File: src/rtl/reg_file_pkg.sv
// Shared constants and types for the 8x8 CPU register file.
package reg_file_pkg;
  localparam int DATA_W   = 8;
  localparam int NUM_REGS = 8;
  localparam int ADDR_W   = $clog2(NUM_REGS);

  typedef logic [ADDR_W-1:0] reg_addr_t;
  typedef logic [DATA_W-1:0] reg_data_t;
endpackage

File: src/rtl/reg_file_write_decoder.sv
// One-hot write select: drives per-register write enables and DIRTY set terms.
module write_decoder
  import reg_file_pkg::*;
(
  input  logic                i_we,
  input  reg_addr_t           i_addr,
  output logic [NUM_REGS-1:0] o_onehot
);
  always_comb begin
    o_onehot = '0;
    if (i_we) o_onehot[i_addr] = 1'b1;
  end
endmodule

File: src/rtl/reg_file.sv
// 8x8 register file, two combinational read ports, per-register dirty mask.
// Optional write-through forwarding on reads when READ_BYPASS_EN is defined.
module reg_file
  import reg_file_pkg::*;
(
  input  logic                CLK,
  input  logic                RESET_N,
  input  logic                WRITEENABLE,
  input  reg_addr_t           WRITEREG,
  input  reg_data_t           WRITEDATA,
  input  reg_addr_t           READREG1,
  input  reg_addr_t           READREG2,
  input  logic                CLEARDIRTY,
  output reg_data_t           REGOUT1,
  output reg_data_t           REGOUT2,
  output logic [NUM_REGS-1:0] DIRTY
);
  logic [NUM_REGS-1:0][DATA_W-1:0] r_regs;
  logic [NUM_REGS-1:0]             r_dirty;
  logic [NUM_REGS-1:0]             w_wsel;

  write_decoder u_dec (
    .i_we     (WRITEENABLE),
    .i_addr   (WRITEREG),
    .o_onehot (w_wsel)
  );

  always_ff @(posedge CLK or negedge RESET_N) begin
    if (!RESET_N) begin
      r_regs <= '0;
    end else begin
      for (int i = 0; i < NUM_REGS; i++)
        if (w_wsel[i]) r_regs[i] <= WRITEDATA;
    end
  end

  // Set term ORed after the clear so a same-cycle write keeps its bit.
  always_ff @(posedge CLK or negedge RESET_N) begin
    if (!RESET_N) r_dirty <= '0;
    else          r_dirty <= (CLEARDIRTY ? '0 : r_dirty) | w_wsel;
  end

  assign DIRTY = r_dirty;

  always_comb begin
    REGOUT1 = r_regs[READREG1];
    REGOUT2 = r_regs[READREG2];
`ifdef READ_BYPASS_EN
    // Forwarded data must not leak through while reset holds the array at zero.
    if (WRITEENABLE && RESET_N && (READREG1 == WRITEREG)) REGOUT1 = WRITEDATA;
    if (WRITEENABLE && RESET_N && (READREG2 == WRITEREG)) REGOUT2 = WRITEDATA;
`endif
  end
endmodule

File: config.mk
export PLATFORM = sky130hd
export DESIGN_NAME = reg_file
export DESIGN_NICKNAME = d
export VERILOG_FILES = /design/src/rtl/reg_file_pkg.sv /design/src/rtl/reg_file_write_decoder.sv /design/src/rtl/reg_file.sv
export SDC_FILE = /design/constraint.sdc
export NUM_CORES = 1
export LEC_CHECK = 0
export BUFFER_PORTS_ARGS = -buffer_cell sky130_fd_sc_hd__buf_2
export CORE_MARGIN = 1
export CORE_UTILIZATION = 55
export DETAILED_ROUTE_END_ITERATION = 10
export PLACE_DENSITY = 0.75
export SYNTH_ARGS = -nofsm -noshare
export SYNTH_HDL_FRONTEND = slang
export SYNTH_SLANG_ARGS = --single-unit
File: constraint.sdc
create_clock -name CLK -period 2.8 [get_ports CLK]
set_input_delay 0.28 -clock CLK [delete_from_list [all_inputs] [get_ports CLK]]
set_output_delay 0.28 -clock CLK [all_outputs]
set_load 0.01 [all_outputs]
== Word level (Yosys, flattened, before mapping) ==
Index checks and enable logic that the tools add are counted.

* Equal/unequal tests: 0
* Order comparisons: 4
* Multiply operators: 0
* Bitwise logic cells: 1
* Reductions and logical operators: 1
* Shift-type cells: 0
* Mux-type cells: 8
* Divide/modulo/power cells: 0
* Add/subtract/negate cells: 0

{| class="wikitable"
|+ Operators by type and width
! kind !! number
|-
| $bmux 8 s3 || 2
|-
| $mux 8 || 4
|-
| $lt 3x4->1 const B || 3
|-
| $or 8x8->8 || 1
|-
| $demux 1 s3 || 1
|-
| $ge 3x1->1 const B || 1
|-
| $logic_and 1x1->1 || 1
|-
| $mux 1 || 1
|}

* Bits in writable memories: 0
* Memories kept: 0
* Bits of input ports: 21
* Logic and storage cells: 23
* ROM bits: 0
* Latch bits: 0
* Bits in registers: 72
* Output and inout port bits: 24

== Logic depth before layout (Yosys ltp) ==
Gate-level depths: netlist of the first run.

* Depth in word-level cells: 6
* Depth in mapped cells: 4
* Depth with buffers taken out: 2

== Cells and area by module ==
Synthesis of the first run repeated with hierarchy kept, for this count alone.

* Cell total of the unflattened synthesis: 219
* Area total of the unflattened synthesis: 3809.9 sq um

{| class="wikitable"
|+ Modules (own cells, without submodules)
! module !! area each (sq um) !! cells an instance !! seq. area each (sq um) !! instances
|-
| reg_file || 3713.6 || 211 || 1801.7 || 1
|-
| write_decoder || 96.3 || 8 || 0.0 || 1
|}

== Least setup slack after synthesis of the first run ==
Ideal clock, no wire load.

* Kind: in2out
* Start: input port READREG1[0]
* End: output port REGOUT1[0]
* Path buffers: 2
* Arrival time: 1.345 ns
* Setup slack: 1.175 ns
* Data required time: 2.520 ns
* Stages on the path: 4
* Cell sequence: buf_6 -> buf_12 -> mux4_1 -> mux2_2

* Longest elaborated chain between the ends: 2

{| class="wikitable"
|+ Ends and longest elaborated chain
! what !! RTL line !! text
|-
| start: declaration || reg_file.sv:11 || <nowiki>input reg_addr_t READREG1,</nowiki>
|-
| $bmux 8 s3 || reg_file.sv:46 || <nowiki>REGOUT1 = r_regs[READREG1];</nowiki>
|-
| $mux 8 (implied by the code) || reg_file.sv:46 ||
|-
| end: declaration || reg_file.sv:14 || <nowiki>output reg_data_t REGOUT1,</nowiki>
|}

No other way between the ends. The select of a mux whose other input is x is not followed.

== Final worst setup path of the first run ==
* Start: input port READREG2[0]
* End: output port REGOUT2[4]

* Longest elaborated chain between the ends: 2

{| class="wikitable"
|+ Ends and longest elaborated chain
! what !! RTL line !! text
|-
| start: declaration || reg_file.sv:12 || <nowiki>input reg_addr_t READREG2,</nowiki>
|-
| $bmux 8 s3 || reg_file.sv:47 || <nowiki>REGOUT2 = r_regs[READREG2];</nowiki>
|-
| $mux 8 (implied by the code) || reg_file.sv:47 ||
|-
| end: declaration || reg_file.sv:15 || <nowiki>output reg_data_t REGOUT2,</nowiki>
|}

No other way between the ends. The select of a mux whose other input is x is not followed.

==> qor.yml, run 1 <==
setup_path:
  slowest_delay_ns: 0.63
  cp_max_fo: 16
  critPathCaptureType: "output pin"
  critPathBufInv: 2
  cp_cell_sequence: "buf_2 -> mux4_1 -> mux2_2 -> buf_2"
  path_common_cell: "buf_2"
  crit_path_start_kind: "input port"
  critPathArrivalTime_ns: 1.76
  slowest_stage: "mux4_1"
  required_ns: 2.52
  crit_type: "in2out"
  critical-path-top-delay-family: "multiplexers"
sta:
  finalSetupViolCount: 0
  setup_tns_ns: 0
  fmax_mhz: 489.3
  relSlewSlack_pct: 44.91
  final_max_slew_viol_count: 0
  timing.hold.ws_ns: 0.1928
  finalCritPeriodShare_pct: 72.99
  fin_crit_ns: 2.044
  tightest_slew_ns: 0.8228
  final_hold_viol_count: 0
  rsz0062_at_grt: "false"
  fin_worst_skew_ns: 0
cells_and_area:
  drive_gt1_share_pct: 55.19
  areaGrowthSynthToFinish_pct: 11.30
  n_antenna_cell: 0
  nets: 286
  multi_input_comb_area_mm2: 0.001886
  regArea_mm2: 0.001802
  fillerInstances: 503
drt:
  vias: 2224
  firstDrtPassIters: 4
  viasPerCell: 6.409
  drt_wl_total_um: 7721
  drt_first_iter_violations: 89
  ant_nets: 0
  drc_errors: 0
  wl_per_cell_um: 22.25
logic_synthesis:
  avgSynthCellArea_um2: 17.16
  synth_nets: 243
  synthCells: 222
  synth_common_cells: "mux2_2, dfrtp_1, mux4_1"
  ys_seq_elements: 72
  synth_edf_count: 0
  synth-main-ff-cell: "dfrtp_1"
  seq_area_frac_synth_pct: 47.29
  synthDistinctLibCells: 16
  netlist.top_cell.by_area: "dfrtp_1"
  synthTopCellsByArea: "dfrtp_1, mux2_2, mux4_1"
  synth_top_cell_area_share_pct: 47.29
  synth_area_mm2: 0.003810
  synthArstFlopShare_pct: 100.0
  yosysMostFrequentCell: "mux2_2"
  yosys_warnings: 0
power:
  intPower_uw: 2039
  clkPwrFrac_pct: 25.2
  switching_share_pct: 27.01
  power_switching_uw: 754.7
  peakVddDrop_v: 0.0003984
  leakage_uw: 0.001937
  p_comb_share_pct: 24.8
  p_per_area_mw_per_mm2: 658.9
  seqPwrFrac_pct: 50.0
place:
  numPortBuffers: 44
  gp_congestion: 0.7368
  hpwlAfterDp_um: 4923
global_routing:
  grt_max_degree: 43
  antenna_found_initial: 0
  grt_pass1_wl_um: 12120
  grt_util_all_layers_pct: 23.34
  overflow: 0
  grt_pass1_vias: 2183
flow_run:
  drv_cap: 0
status:
  status: "completed"
cts:
  clockBufferDepth: 2
  clkSlewWorstSetupHoldPaths_ns: 0.07
  cts_tree: "done"
  cts_max_level: 3
  clk_latency_ns: 0.34
  clockRootBuffer: "clkbuf_8"
  cts_made_buffers: 9
  clock-sinks: 72
die:
  num_rows: 29
  die_x_um: 85.23
  die_h_um: 85.23
  die-area_mm2: 0.007264
  start_util_pct: 58.33
  ios: 45
  core-area_mm2: 0.006531
hold_path:
  worstHoldPathType: "in2reg"
## state kept, by name (all words and copies together) (netlist names)
name,flops
r_regs,64
DIRTY,8
## path summary, 6_finish.rpt
kind	start	endpoint	slack [ns]	depth (start not counted)
max reg2reg	r_regs[1]	r_regs[1]	2.00	1
min	CLEARDIRTY	DIRTY[3]	0.19	2
min reg2reg	DIRTY[1]	DIRTY[1]	0.48	1
max in group asynchronous	RESET_N	r_regs[18]	1.61	3
max	READREG2[0]	REGOUT2[4]	0.76	4
min in group asynchronous	RESET_N	DIRTY[6]	0.53	2
## per-stage QoR
stage	worst slack [ns]	std cells	cell area (um2)	power [uW]	util, %
after global routing	0.7311	347	4240	2940	64.92
after floorplan	1.175	222	3810	1888	-
final	0.7562	347	4240	2794	64.92
after CTS	0.7499	347	4240	2821	64.92
after detailed placement	0.7514	330	4065	2111	62.24
after global placement	0.7902	330	4065	2073	62.24
## power by group through the flow
stage               sequential (uW)  clock (uW)  combinational (uW)
floorplan                      1360           0                 532
global placement               1390           0                 682
detailed placement             1410           0                 698
CTS                            1390         725                 704
global route                   1420         773                 747
finish                         1400         704                 693
## cell usage in the layout (no fill, tap or decap), drive strengths merged
cell	count
a21o	4
buf	48
clkbuf	12
clkinv	4
dfrtp	72
dlygate4sd3	1
inv	5
mux2	80
mux4	32
nand4	1
nand4b	3
nor4b	1
nor4bb	3
o21ai	4
## routing by layer
layer  vias to the layer above  GRT usage [%]  wire length [um]
li1                        973              -                 -
met1                      1190          31.74              3481
met2                        49          38.27              3884
met3                        12          4.280               251
met4                         0          8.320               104
met5                         -              0                 0
## repair_timing
item,in CTS,in global routing
resized for setup,0,0
endpoints found under the setup margin,0,0
buffers inserted,0,0
hold buffers,1,0
endpoints found under the hold margin,29,0
## final cells by class
type | instances | area share [%]
multi-input cells | 128 | 44.47
flip-flops and latches | 72 | 42.49
repair buffers | 49 | 6.433
clock buffers | 12 | 3.423
well taps | 77 | 2.272
clock inverters | 4 | 0.4721
inverters | 5 | 0.4426
## logic make-up (layout without fill, tap and decap cells)
group	count (synthesis)	count (layout)	share of synthesized area, %
AOI/OAI and AO/OA	8	8	1.314
buffers and inverters	22	70	3.711
DFF	72	72	47.29
muxes	112	112	45.42
and+or+nand+nor	8	8	2.266
Note: power is estimated with default switching activity, not from simulation.
==> inputs of run 2 (changes only) <==
- clock period: 2.8 -> 1.9 ns (I/O delays scaled with it)
==> qor.yml, run 2 (synthesized netlist as in run 1, its figures left out) <==
sta:
  final_hold_viol_count: 0  # unchanged
  fin_worst_skew_ns: 0  # unchanged
  finalCritPeriodShare_pct: 97.95
  timing.hold.ws_ns: 0.08507  # -0.1078 ns
  fin_crit_ns: 1.861
  fmax_mhz: 537.3
  relSlewSlack_pct: 71.22  # +26 points
  finalSetupViolCount: 0  # unchanged
  final_max_slew_viol_count: 0  # unchanged
  tightest_slew_ns: 0.4317  # -0.3911 ns
  rsz0062_at_grt: "true"
place:
  gp_congestion: 0.7577  # +2.8%
  hpwlAfterDp_um: 5101  # +3.6%
  numPortBuffers: 44  # unchanged
  placed_cell_area_mm2: 0.004170  # +2.6%
die:
  start_util_pct: 58.33  # unchanged
  ios: 45  # unchanged
  core-area_mm2: 0.006531  # unchanged
  die-area_mm2: 0.007264  # unchanged
  die_x_um: 85.23  # unchanged
  num_rows: 29  # unchanged
  die_h_um: 85.23  # unchanged
drt:
  viasPerCell: 6.402  # -0.11%
  drc_errors: 0  # unchanged
  drt_first_iter_violations: 107  # +20%
  vias: 2292  # +3.1%
  ant_nets: 0  # unchanged
  drt_wl_total_um: 7927  # +2.7%
  firstDrtPassIters: 4  # unchanged
  wl_per_cell_um: 22.14  # -0.49%
cts:
  cts_made_buffers: 9  # unchanged
  clockBufferDepth: 2  # unchanged
  cts_max_level: 3  # unchanged
  cts_tree: "done"
  clockRootBuffer: "clkbuf_8"
  clock-sinks: 72  # unchanged
  clk_latency_ns: 0.33  # about the same
  clkSlewWorstSetupHoldPaths_ns: 0.07  # about the same
power:
  p_per_area_mw_per_mm2: 1021  # +55%
  peakVddDrop_v: 0.0006213  # +56%
  leakage_uw: 0.001979  # +2.2%
setup_path:
  critical-path-top-delay-family: "multiplexers"
  critPathCaptureType: "output pin"
  crit_path_start_kind: "register"
  slowest_stage: "mux4_1"
  required_ns: 1.71  # -0.81 ns
  cp_cell_sequence: "mux4_1 -> mux2_2 -> buf_2"
  crit_type: "reg2out"
  critPathArrivalTime_ns: 1.67  # -0.09 ns
  regToRegSetupSlack_ns: 0.97  # -1.03 ns
  critPathBufInv: 1  # -1
  cp_max_fo: 3  # -13
  slowest_delay_ns: 0.52  # -0.11 ns
cells_and_area:
  final_area_mm2: 0.004384  # +3.4%
  fillerInstances: 465  # -7.6%
  final_common_cell: "mux2_2"
  largest_reg_flops: 64  # unchanged
  final_cell_mix: "mux2_2, dfrtp_1, buf_2"
  fin_util_pct: 67.13  # +2.2 points
  nets: 297  # +3.8%
  top_register: "r_regs"
  drive_gt1_share_pct: 61.57  # +6.4 points
  n_antenna_cell: 0  # unchanged
  areaGrowthSynthToFinish_pct: 15.07
global_routing:
  grt-busiest-layer: "met2"
  grtUsageMet1_pct: 34.23  # +2.5 points
  overflow: 0  # unchanged
  grt_pass1_vias: 2396  # +9.8%
  antenna_found_initial: 0  # unchanged
  grt_pass1_wl_um: 13010  # +7.3%
  use_met2_pct: 38.20  # -0.073 points
  grt_util_all_layers_pct: 24.53  # +1.2 points
  grtUsageMet3_pct: 5.739  # +1.5 points
  grt_max_degree: 46  # +7.0%
status:
  status: "completed"
flow_run:
  drv_cap: 0  # unchanged
hold_path:
  worstHoldPathType: "in2reg"
run 2: final cells by class:
cell class                 instances  area (um2)  share of cell area, %
timing repair buffer              60       399.1                  9.104
tap                               77       96.34                  2.197
inverter                           5       18.77                 0.4281
sequential                        72        1802                  41.10
multi-input combinational        128        1848                  42.15
clock inverter                     6       82.58                  1.884
clock buffer                      10       137.6                  3.139
run 2: layer usage:
| metal | part of all wire [%] | vias to the layer above |
|---|---|---|
| met4 | 2.2 | 0 |
| met5 | 0 | - |
| met3 | 3.8 | 14 |
| li1 | - | 990 |
| met2 | 47 | 74 |
| met1 | 47 | 1214 |
run 2: worst register-to-register path: cells and delay by family (launching register included):
kind | cells | cell delay, ns
DFF | 1 | 0.41
muxes | 1 | 0.25
buffers and inverters | 1 | 0.15
run 2: final timing paths:
path	end	start	cells past startpoint
worst max-delay path	REGOUT2[3]	r_regs[11]	3
worst min-delay path	DIRTY[6]	CLEARDIRTY	2
worst max register to register	r_regs[11]	r_regs[11]	2
worst min register to register	DIRTY[1]	DIRTY[1]	1
max in group asynchronous	r_regs[17]	RESET_N	3
min in group asynchronous	DIRTY[4]	RESET_N	3
run 2: through the flow:
stage	setup TNS (ns)	setup WS [ns]	instances	total power (uW)
global route	-0.05056	-0.02164	358	4715
floorplan	0	0.4552	222	2783
CTS	0	0.01938	356	4473
finish	0	0.03895	358	4476
detailed placement	0	0.2427	339	3138
global placement	0	0.2595	339	3084
run 2: power breakdown:
group	internal, uW	leakage [uW]	switching [uW]
clock	768	0.000112	550
combinational	704	0.000991	380
sequential	1840	0.000876	230
total	3320	0.00198	1160
run 2: repair_timing:
| action | CTS | global route |
|---|---|---|
| hold buffers | 1 | 0 |
| resized for setup | 0 | 13 |
| endpoints found under the setup margin | 0 | 13 |
| buffers inserted | 0 | 2 |
| hold endpoints to repair | 72 | 0 |
==> inputs of run 3 (changes only) <==
- CORE_UTILIZATION: 55 -> 31
- CTS_CLUSTER_SIZE: default -> 20
- PLACE_DENSITY: 0.75 -> 0.47
- SYNTH_HIERARCHICAL: default -> 1
==> qor.yml, run 3 <==
logic_synthesis:
  synth_top_family_by_area: "multiplexers"
  ys_seq_elements: 72  # unchanged
  yosysMostFrequentCell: "mux2_2"
  avgSynthCellArea_um2: 17.40  # +1.4%
  synth_edf_count: 0  # unchanged
  synthDistinctLibCells: 15  # -1
  synthCells: 219  # -1.4%
  synth-simple-area-share_pct: 2.529  # +0.26 points
  netlist.top_cell.by_area: "dfrtp_1"
  synthArstFlopShare_pct: 100.0  # unchanged
  seq_area_frac_synth_pct: 47.29  # unchanged
  synthXorXnorAreaFrac_pct: 0  # unchanged
  synthTopCellsByArea: "dfrtp_1, mux2_2, mux4_1"
  synthMuxAreaShare_pct: 45.42  # unchanged
  synth-main-ff-cell: "dfrtp_1"
  synth_nets: 240  # -1.2%
  synth_top_cell_area_share_pct: 47.29  # unchanged
  synth_compound_area_share_pct: 1.576  # +0.26 points
  synthAdderAreaFrac_pct: 0  # unchanged
  synth_common_cells: "mux2_2, dfrtp_1, mux4_1"
  yosys_warnings: 6  # +6
  synth_area_mm2: 0.003810  # unchanged
cells_and_area:
  final_cell_mix: "mux2_2, dfrtp_1, buf_2"
  largest_reg_flops: 64  # unchanged
  top_register: "r_regs"
  nets: 282  # -5.1%
  final_common_cell: "mux2_2"
  areaGrowthSynthToFinish_pct: 16.49
  n_antenna_cell: 0  # unchanged
  drive_gt1_share_pct: 57.52  # -4.0 points
status:
  status: "completed"
cts:
  clockBufferDepth: 2  # unchanged
  clkSlewWorstSetupHoldPaths_ns: 0.06  # about the same
  clockRootBuffer: "clkbuf_16"
  cts_tree: "done"
  post_cts_buffers: 0  # unchanged
  cts_made_buffers: 9  # unchanged
  clk_latency_ns: 0.32  # about the same
  clock-sinks: 72  # unchanged
  cts_max_level: 3  # unchanged
global_routing:
  antenna_found_initial: 0  # unchanged
  grt_util_all_layers_pct: 15.42  # -9.1 points
  overflow: 0  # unchanged
  grt_pass1_wl_um: 14350  # +10%
  grt_max_degree: 73  # +59%
  grt_pass1_vias: 2376  # -0.83%
die:
  die-area_mm2: 0.01274  # +75%
  die_h_um: 112.9  # +32%
  start_util_pct: 31.72  # -27 points
  num_rows: 40  # +38%
  die_x_um: 112.9  # +32%
  core-area_mm2: 0.01201  # +84%
  ios: 45  # unchanged
power:
  leakage_uw: 0.001998  # +0.95%
  p_per_area_mw_per_mm2: 1039  # +1.8%
  seqPwrFrac_pct: 44.6  # -1.7 points
  intPower_uw: 3431  # +3.5%
  clkPwrFrac_pct: 32.8  # +3.3 points
  switching_share_pct: 25.59  # -0.32 points
  p_comb_share_pct: 22.6  # -1.6 points
  total_power_uw: 4611  # +3.0%
  peakVddDrop_v: 0.0003395  # -45%
  power_switching_uw: 1180  # +1.7%
setup_path:
  critPathLaunch: "r_regs[15]"
  crit_path_start_kind: "register"
  required_ns: 1.71  # about the same
  critPathCaptureType: "output pin"
  cp_cell_sequence: "mux4_1 -> mux2_2 -> buf_2"
  cp_max_fo: 3  # unchanged
  endpoint: "REGOUT1[7]"
  reg2reg_from: "r_regs[40]"
  slowest_stage: "mux4_1"
  reg2reg_depth: 1  # -1
  slowest_delay_ns: 0.51  # about the same
  crit_type: "reg2out"
  regToRegSetupSlack_ns: 1.12  # +0.15 ns
  r2r-end: "r_regs[40]"
  critPathArrivalTime_ns: 1.64  # -0.03 ns
sta:
  tightest_slew_ns: 0.4504  # +0.01869 ns
  setup_tns_ns: 0  # unchanged
  fin_crit_ns: 1.833  # -0.02799 ns
  final_hold_viol_count: 0  # unchanged
  rsz0062_at_grt: "false"
  relSlewSlack_pct: 69.97  # -1.2 points
  finalCritPeriodShare_pct: 96.48  # -1.5 points
  fin_worst_skew_ns: 0  # unchanged
  finalSetupViolCount: 0  # unchanged
  fmax_mhz: 545.5  # +1.5%
  final_max_slew_viol_count: 0  # unchanged
drt:
  drc_errors: 0  # unchanged
  drt_first_iter_violations: 136  # +27%
  ant_nets: 0  # unchanged
  vias: 2275  # -0.74%
  firstDrtPassIters: 4  # unchanged
  viasPerCell: 5.508  # -14%
  wl_per_cell_um: 21.86  # -1.3%
  drt_wl_total_um: 9028  # +14%
place:
  gp_congestion: 0.6880  # -9.2%
  numPortBuffers: 44  # unchanged
  hpwlAfterDp_um: 5588  # +9.6%
hold_path:
  worstHoldPathType: "in2reg"
  hp-start: "WRITEDATA[1]"
flow_run:
  drv_cap: 0  # unchanged
[run 3: logic make-up (layout without fill, tap and decap cells)]
logic type	after synthesis	count (layout)
AO/OA/AOI/OAI	8	8
buffers and inverters	19	66
flip-flops	72	72
multiplexers	112	112
AND/OR/NAND/NOR	8	8
[run 3: layout make-up]
class | instances | area [um2]
Timing Repair Buffer | 49 | 297.8
Fill cell | 1163 | 7574
Multi-Input combinational cell | 128 | 1883
Clock buffer | 13 | 250.2
Tap cell | 147 | 183.9
Clock inverter | 3 | 17.52
Sequential cell | 72 | 1802
Inverter | 1 | 3.754
[run 3: power by group through the flow]
| stage | logic [uW] | registers (uW) | clock network, uW |
|---|---|---|---|
| floorplan | 776 | 2000 | 0 |
| global placement | 1040 | 2070 | 0 |
| detailed placement | 1060 | 2080 | 0 |
| CTS | 1060 | 2060 | 1560 |
| global route | 1130 | 2110 | 1630 |
| finish | 1040 | 2060 | 1510 |
[run 3: worst min-delay path by stage]
| stage | to | slack, ns | depth (start not counted) |
|---|---|---|---|
| 6_report | r_regs[1] | 0.20 | 2 |
| 3_5_place_dp | r_regs[41] | 0.26 | 2 |
| 4_1_cts | r_regs[48] | 0.20 | 2 |
| 3_3_place_gp | r_regs[33] | 0.25 | 2 |
| 2_1_floorplan | DIRTY[0] | -0.11 | 0 |
| 5_1_grt | r_regs[1] | 0.21 | 2 |
[run 3: through the flow]
stage | setup slack (ns) | hold WS (ns) | instance area, um2 | util [%] | std cells
final | 0.06694 | 0.2034 | 4438 | 36.95 | 413
after global routing | 0.006962 | 0.2145 | 4438 | 36.95 | 413
after CTS | 0.02864 | 0.1969 | 4442 | 36.98 | 413
after detailed placement | 0.2287 | 0.2582 | 4164 | 34.67 | 396
after global placement | 0.2410 | 0.2478 | 4164 | 34.67 | 396
after floorplan | 0.4552 | -0.1056 | 3810 | - | 219
[run 3: what timing repair did]
action | CTS | global route
gates resized for setup | 0 | 1
hold buffers | 1 | 0
endpoints found under the hold margin | 72 | 0
endpoints found under the setup margin | 0 | 1
[run 3: worst max-delay path: cells and delay by family (launching register included)]
family / cells / cell delay, ns
buffers and inverters: 1 / 0.14
DFF: 1 / 0.38
muxes: 2 / 0.80
[run 3: per-layer routing]
layer,up-vias,part of all wire (%),wire length (um),GRT usage [%]
li1,970,-,-,-
met1,1227,47,4205,20.78
met2,61,49,4379,25.35
met3,17,3.0,271,2.196
met4,0,1.9,172,5.877
met5,-,0,0,0
